$ cat src/rtl/mem_arbiter.sv
// Two-port SRAM arbiter/sequencer with fixed wait-state strobes and registered outputs.
// Define MEM_ARB_RR_EN for round-robin tie-break; otherwise port 0 has fixed priority.
module mem_arbiter #(
  parameter int ADDR_W      = 20,
  parameter int DATA_W      = 16,
  parameter int WAIT_CYCLES = 2
) (
  input  logic              Clk,
  input  logic              Reset,
  input  logic              req0,
  input  logic              req1,
  input  logic              we0,
  input  logic              we1,
  input  logic [ADDR_W-1:0] addr0,
  input  logic [ADDR_W-1:0] addr1,
  input  logic [DATA_W-1:0] wdata0,
  input  logic [DATA_W-1:0] wdata1,
  output logic              gnt0,
  output logic              gnt1,
  output logic              done0,
  output logic              done1,
  output logic [DATA_W-1:0] rdata,
  output logic [ADDR_W-1:0] SRAM_ADDR,
  output logic [DATA_W-1:0] SRAM_DQ_OUT,
  output logic              SRAM_DQ_OE,
  input  logic [DATA_W-1:0] SRAM_DQ_IN,
  output logic              SRAM_CE_N,
  output logic              SRAM_OE_N,
  output logic              SRAM_WE_N
);

  typedef enum logic [1:0] {IDLE, ACCESS, DONE} state_e;

  localparam logic [3:0] CNT_INIT = 4'(WAIT_CYCLES - 1);

  state_e            state_q, state_d;
  logic [3:0]        cnt_q, cnt_d;
  logic              own_q, own_d;
  logic              we_q, we_d;
  logic              gnt0_q, gnt0_d;
  logic              gnt1_q, gnt1_d;
  logic              done0_q, done0_d;
  logic              done1_q, done1_d;
  logic [DATA_W-1:0] rdata_q, rdata_d;
  logic [ADDR_W-1:0] addr_q, addr_d;
  logic [DATA_W-1:0] dq_out_q, dq_out_d;
  logic              dq_oe_q, dq_oe_d;
  logic              ce_n_q, ce_n_d;
  logic              oe_n_q, oe_n_d;
  logic              we_n_q, we_n_d;
  logic              win;
  logic              sel_we;

`ifdef MEM_ARB_RR_EN
  logic              prio_q, prio_d;
  // prio_q names the port that wins the next tie
  assign win = (req0 && req1) ? prio_q : req1;
`else
  assign win = !req0;
`endif

  assign sel_we = win ? we1 : we0;

  always_comb begin
    state_d  = state_q;
    cnt_d    = cnt_q;
    own_d    = own_q;
    we_d     = we_q;
    gnt0_d   = gnt0_q;
    gnt1_d   = gnt1_q;
    done0_d  = 1'b0;
    done1_d  = 1'b0;
    rdata_d  = rdata_q;
    addr_d   = addr_q;
    dq_out_d = dq_out_q;
    dq_oe_d  = dq_oe_q;
    ce_n_d   = ce_n_q;
    oe_n_d   = oe_n_q;
    we_n_d   = we_n_q;
`ifdef MEM_ARB_RR_EN
    prio_d   = prio_q;
`endif
    unique case (state_q)
      IDLE: begin
        if (req0 || req1) begin
          state_d  = ACCESS;
          own_d    = win;
          we_d     = sel_we;
          addr_d   = win ? addr1 : addr0;
          dq_out_d = win ? wdata1 : wdata0;
          gnt0_d   = !win;
          gnt1_d   = win;
          cnt_d    = CNT_INIT;
          ce_n_d   = 1'b0;
          oe_n_d   = sel_we;
          we_n_d   = !sel_we;
          dq_oe_d  = sel_we;
`ifdef MEM_ARB_RR_EN
          prio_d   = !win;
`endif
        end
      end
      ACCESS: begin
        if (cnt_q == 4'd0) begin
          state_d = DONE;
          ce_n_d  = 1'b1;
          oe_n_d  = 1'b1;
          we_n_d  = 1'b1;
          dq_oe_d = 1'b0;
          done0_d = !own_q;
          done1_d = own_q;
          if (!we_q) rdata_d = SRAM_DQ_IN;
        end else begin
          cnt_d = cnt_q - 4'd1;
        end
      end
      DONE: begin
        state_d = IDLE;
        gnt0_d  = 1'b0;
        gnt1_d  = 1'b0;
      end
      default: state_d = IDLE;
    endcase
  end

  // Reset drops strobes immediately, aborting any access in flight
  always_ff @(posedge Clk or posedge Reset) begin
    if (Reset) begin
      state_q  <= IDLE;
      cnt_q    <= '0;
      own_q    <= 1'b0;
      we_q     <= 1'b0;
      gnt0_q   <= 1'b0;
      gnt1_q   <= 1'b0;
      done0_q  <= 1'b0;
      done1_q  <= 1'b0;
      rdata_q  <= '0;
      addr_q   <= '0;
      dq_out_q <= '0;
      dq_oe_q  <= 1'b0;
      ce_n_q   <= 1'b1;
      oe_n_q   <= 1'b1;
      we_n_q   <= 1'b1;
`ifdef MEM_ARB_RR_EN
      prio_q   <= 1'b0;
`endif
    end else begin
      state_q  <= state_d;
      cnt_q    <= cnt_d;
      own_q    <= own_d;
      we_q     <= we_d;
      gnt0_q   <= gnt0_d;
      gnt1_q   <= gnt1_d;
      done0_q  <= done0_d;
      done1_q  <= done1_d;
      rdata_q  <= rdata_d;
      addr_q   <= addr_d;
      dq_out_q <= dq_out_d;
      dq_oe_q  <= dq_oe_d;
      ce_n_q   <= ce_n_d;
      oe_n_q   <= oe_n_d;
      we_n_q   <= we_n_d;
`ifdef MEM_ARB_RR_EN
      prio_q   <= prio_d;
`endif
    end
  end

  assign gnt0        = gnt0_q;
  assign gnt1        = gnt1_q;
  assign done0       = done0_q;
  assign done1       = done1_q;
  assign rdata       = rdata_q;
  assign SRAM_ADDR   = addr_q;
  assign SRAM_DQ_OUT = dq_out_q;
  assign SRAM_DQ_OE  = dq_oe_q;
  assign SRAM_CE_N   = ce_n_q;
  assign SRAM_OE_N   = oe_n_q;
  assign SRAM_WE_N   = we_n_q;

endmodule

$ cat config.mk
export PLATFORM = sky130hd
export DESIGN_NAME = mem_arbiter
export DESIGN_NICKNAME = d
export VERILOG_FILES = /design/src/rtl/mem_arbiter.sv
export SDC_FILE = /design/constraint.sdc
export NUM_CORES = 1
export LEC_CHECK = 0
export ABC_AREA = 1
export BUFFER_PORTS_ARGS = -buffer_cell sky130_fd_sc_hd__buf_2
export CAP_MARGIN = 40
export CORE_MARGIN = 1
export CORE_UTILIZATION = 40
export CTS_CLUSTER_SIZE = 8
export DETAILED_ROUTE_END_ITERATION = 10
export GPL_ROUTABILITY_DRIVEN = 0
export HOLD_SLACK_MARGIN = 0.03
export PLACE_DENSITY_LB_ADDON = 0.08
export SLEW_MARGIN = 15
export SYNTH_ARGS = -nofsm -noshare
export SYNTH_HDL_FRONTEND = slang
export SYNTH_SLANG_ARGS = --single-unit
export TNS_END_PERCENT = 30
$ cat constraint.sdc
create_clock -name Clk -period 1.9 [get_ports Clk]
set_input_delay 0.38 -clock Clk [delete_from_list [all_inputs] [get_ports Clk]]
set_output_delay 0.38 -clock Clk [all_outputs]
set_load 0.02 [all_outputs]
# After elaboration in Yosys (flattened, before gate mapping)
# Cells that the tools add are included.
classes:
  n_reduce_logical: 14
  eq_ne: 5
  mux: 26
  n_bitwise: 1
  addsub: 1
ops:
  columns: ["op", "n"]
  rows:
  - ["two-way mux 20 bit", 1]
  - ["two-way mux 16 bit", 1]
  - ["two-way mux 1 bit", 12]
  - ["case mux 1 bit (2 select lines)", 6]
  - ["AND reduction 3 bit", 3]
  - ["two-way mux 4 bit", 2]
  - ["case mux 4 bit (2 select lines)", 1]
  - ["inequality test 2 bit, second input constant", 3]
  - ["AND reduction 2 bit", 3]
  - ["zero test 4 bit", 1]
  - ["two-way mux 2 bit", 2]
  - ["case mux 2 bit (2 select lines)", 1]
  - ["nonzero test 2 bit", 2]
  - ["subtractor 4 x 1 -> 4 bit, second input constant", 1]
  - ["zero test 1 bit", 3]
  - ["equality test 2 x 1 -> 1 bit, second input constant", 1]
  - ["equality test 2 bit, second input constant", 1]
  - ["zero test 2 bit", 1]
  - ["logical OR 1 bit", 1]
  - ["inverter 1 bit", 1]
totals:
  register_bits: 68
  wordCells: 62
  inputBits: 94
  output_inout_bits: 60

# Depth between registers and ports, before layout
depth:
  ltp_word: 4
  depth_mapped: 8

# Least setup slack after synthesis
# Ideal clock, no wire load.
synth_timing:
  path_type: "register to register"
  startpoint: "register cnt_q[0]"
  endpoint: "register rdata_q[15] (netlist: rdata[15])"
  setup_slack_ns: 0.569
  synth_period_minus_slack_ns: 1.331
  setup_ns: 0.118
  t_arrival_ns: 1.213
  stages_incl_launch_ff: 9
  path_cell_list: "dfrtp_1 -> inv_1 -> ha_1 -> nand2_2 -> nor2_8 -> nand2_4 -> buf_6 -> nand2_1 -> nand2_1"
synth_via:
  elab_chain_cells: 2
synth_rtl:
  columns: ["element", "line_no", "source"]
  rows:
  - ["start: declaration", "37", "logic [3:0] cnt_q, cnt_d;"]
  - ["start signal: assignment", "149", "cnt_q <= cnt_d;"]
  - ["zero test 4 bit", "104", "if (cnt_q == 4'd0) begin"]
  - ["AND reduction 3 bit (no line)", null, null]
  - ["end signal: assignment", "156", "rdata_q <= rdata_d;"]
  - ["end: declaration", "44", "logic [DATA_W-1:0] rdata_q, rdata_d;"]
# No other way between the ends.
# A chain may end at the register's enable or synchronous reset.

# Worst setup path in the final report
layout_timing:
  startpoint: "register cnt_q[0]"
  endpoint: "register rdata_q[7] (netlist: rdata[7])"
# The elaborated chain is that of the path after synthesis.

==> out/results.tsv <==
stage	metric	value	unit
outcome	status	finished, final reports clean	
logic_synthesis	Yosys cell types	25	
timing	unrepaired setup endpoints after global routing	false	
routing	mean routed wirelength per cell	12.50	um
timing	final worst setup slack	0.3791	ns
cts	Sink Count	68	
cts	clock transition at the registers of the reported paths	0.08	ns
grt	largest net degree at the start of global routing	69	
grt	first-pass GRT wire length	12070	um
floorplan	Initial Utilization	41.82	%
timing	Setup-failing EPs final	0	
floorplan	die width	89.31	um
logic_synthesis	Synth Flop Type	dfrtp_1	
logic_synthesis	syn_nets	438	
grt	gr ovfl total	0	
routing	DR vias/cell	4.646	
floorplan	DIE AREA	7976	sq um
critical_path	Crit Path Class	flip-flop to flip-flop	
cts	Resized cells post-CTS	0	
routing	drt total wl	7489	um
critical_path	CP max FO	19	
routing	DRC	0	
logic_synthesis	Seq/Total Area, Yosys	55.93	%
critical_path	data required time of the critical path	2.13	ns
logic_synthesis	largest area contributor in the netlist	dfrtp_1	
cts	cts hold-fix bufs	0	
logic_synthesis	Post-synth EDFFs	0	
pwr	Max VDD drop	0.6193	mV
final_layout	fin cells	599	
logic_synthesis	flops & latches, synth	68	
pwr	leakage	0.002244	uW
logic_synthesis	asr flop ratio synth	100.0	%
timing	max_slew headroom	65.46	%
grt	Overall Global Routing Usage	19.85	%
critical_path	CP Capture Type	flip-flop	
pwr	PD cells	1737	nW/um^2
logic_synthesis	share of the synthesized area in the top cell type	53.34	%
grt	antenna violations before repair	0	
logic_synthesis	Synth Area per Inst	8.916	sq um
logic_synthesis	Synth Instances	342	
floorplan	row count	31	
final_layout	P&R area growth vs syn	35.04	%
cts	CTS Buf Count	9	
grt	vias in the first global route	2642	
logic_synthesis	yosys warns	0	
timing	Hold Vio Cnt, Final	0	
placed_design	pre-CTS WS	0.3677	ns
final_layout	# diodes	0	
critical_path	Reg2Reg Depth	7	
timing	maximum clock frequency	0.6575	GHz
placed_design	IO Port Bufs	153	
flow_run	reported max-cap violation count	0	
logic_synthesis	synthesized cell area	3049	sq um
routing	drt first pass iters	4	
final_layout	commonest non-fill, non-tap cell in the layout	buf_2	
floorplan	Core ar.	7292	sq um
final_layout	fill cell count	735	
min_path	Worst Hold Class	input pin to asynchronous set/reset pin	
cts	CTS tree	done	
routing	vias	2783	
timing	Worst Tran Pin Value	0.5149	ns
cts	largest buffer count on any clock path	2	
routing	DR iter-0 viols	134	
timing	Final period util	80.05	%
critical_path	Crit path arrival time	1.75	ns
final_layout	commonest cells after routing, fill and taps aside	153 x buf_2, 82 x nand2_1, 81 x nor2_1	
cts	clk root buf	clkbuf_8	
placed_design	Post-DP HPWL	5356	um
cts	number of post-CTS setup repair buffers	0	
final_layout	final net count	591	
cts	Max H-tree Level	3	
final_layout	share of cells above drive strength 1	38.20	%
floorplan	Top Ports	154	
cts	clk_lat worst skew	0.34	ns
floorplan	Die Span Y	89.31	um
timing	Pins Over Slew Limit	0	
timing	Clock Skew	0.01434	ns
timing	crit path time final	1.521	ns
placed_design	post-placement cell count	583	
critical_path	CP Launch Type	flip-flop	
logic_synthesis	Area contributors post-synth	dfrtp_1 53%, nand2_1 10%, nor2_1 10%	
timing	TNS Setup	0	ns
timing	Min Hold Slack	0.1093	ns
routing	ANT nets after route	0	
## sequential cells by signal, summed over array words and instances (netlist names), 2 cells and up
name	flops
SRAM_ADDR	20
SRAM_DQ_OUT	16
cnt_q	4
rdata	16
state_q	2
## metrics by stage
step / area [sq um] / util (%) / power (uW)
global route: 4118 / 56.47 / 7729
CTS: 4118 / 56.47 / 7242
floorplan: 3053 / - / 4875
global placement: 3902 / 53.52 / 5876
finish: 4118 / 56.47 / 7151
detailed placement: 3902 / 53.52 / 5930
## critical path, stage by stage, from the launching register on
cell	delay [ns]
dfrtp_1	0.38
inv_1	0.13
ha_1	0.20
nand2_2	0.12
nor2_8	0.25
nand2_4	0.18
nand2_1	0.10
nand2_1	0.06
## layout make-up
class / instances / area (sq um) / share of cell area, %
Sequential cell: 68 / 1705 / 41.42
Multi-Input combinational cell: 241 / 1154 / 28.02
Timing Repair Buffer: 161 / 863.3 / 20.97
Clock buffer: 9 / 123.9 / 3.008
Tap cell: 99 / 123.9 / 3.008
Clock inverter: 7 / 91.34 / 2.218
Inverter: 14 / 56.30 / 1.367
## per-layer routing
metal	routed length, um	vias to the layer above	GRT usage (%)
met1	3475	1249	27.05
met3	443	14	4.155
met4	163	0	8.514
met2	3405	98	30.74
met5	0	-	0
li1	-	1422	-
## final timing paths
| path | slack [ns] | start | endpoint |
|---|---|---|---|
| setup / recovery | 0.38 | cnt_q[0] | rdata[7] |
| hold / removal | 0.11 | Reset | rdata[4] |
| setup reg to reg | 0.38 | cnt_q[0] | rdata[7] |
| min in group Clk | 0.27 | SRAM_DQ_IN[2] | rdata[2] |
| hold reg to reg | 0.43 | own_q | done0 |
| max in group asynchronous | 1.43 | Reset | SRAM_OE_N |
## Yosys cell counts, types with 2 or more instances
master	count
nand2_1	82
nor2_1	81
dfrtp_1	65
o31ai_1	36
nand3_1	19
inv_1	11
buf_2	8
o21ai_1	7
buf_6	6
buf_4	3
dfstp_2	3
nand2_2	3
clkbuf_1	2
ha_1	2
inv_2	2
nor2_2	2
o21ai_0	2
## logic make-up (layout without fill, tap and decap cells)
group / count (synthesis) / count (layout) / synth area share (%)
AO/OA/AOI/OAI: 48 / 48 / 11.28
XOR/XNOR: 1 / 1 / 0.2873
adder cells (fa/ha/maj): 2 / 2 / 0.8205
buffers and inverters: 33 / 191 / 6.237
flip-flops: 68 / 68 / 55.93
AND/OR/NAND/NOR: 190 / 190 / 25.44
## where the power goes
part           total [uW]  leakage [uW]  switching, uW  internal, uW
registers            2550      0.000829            368          2180
logic                3310       0.00131           2190          1130
clock network        1290      0.000109            553           734
total                7150       0.00224           3110          4040
(Power assumes the default switching activity.)
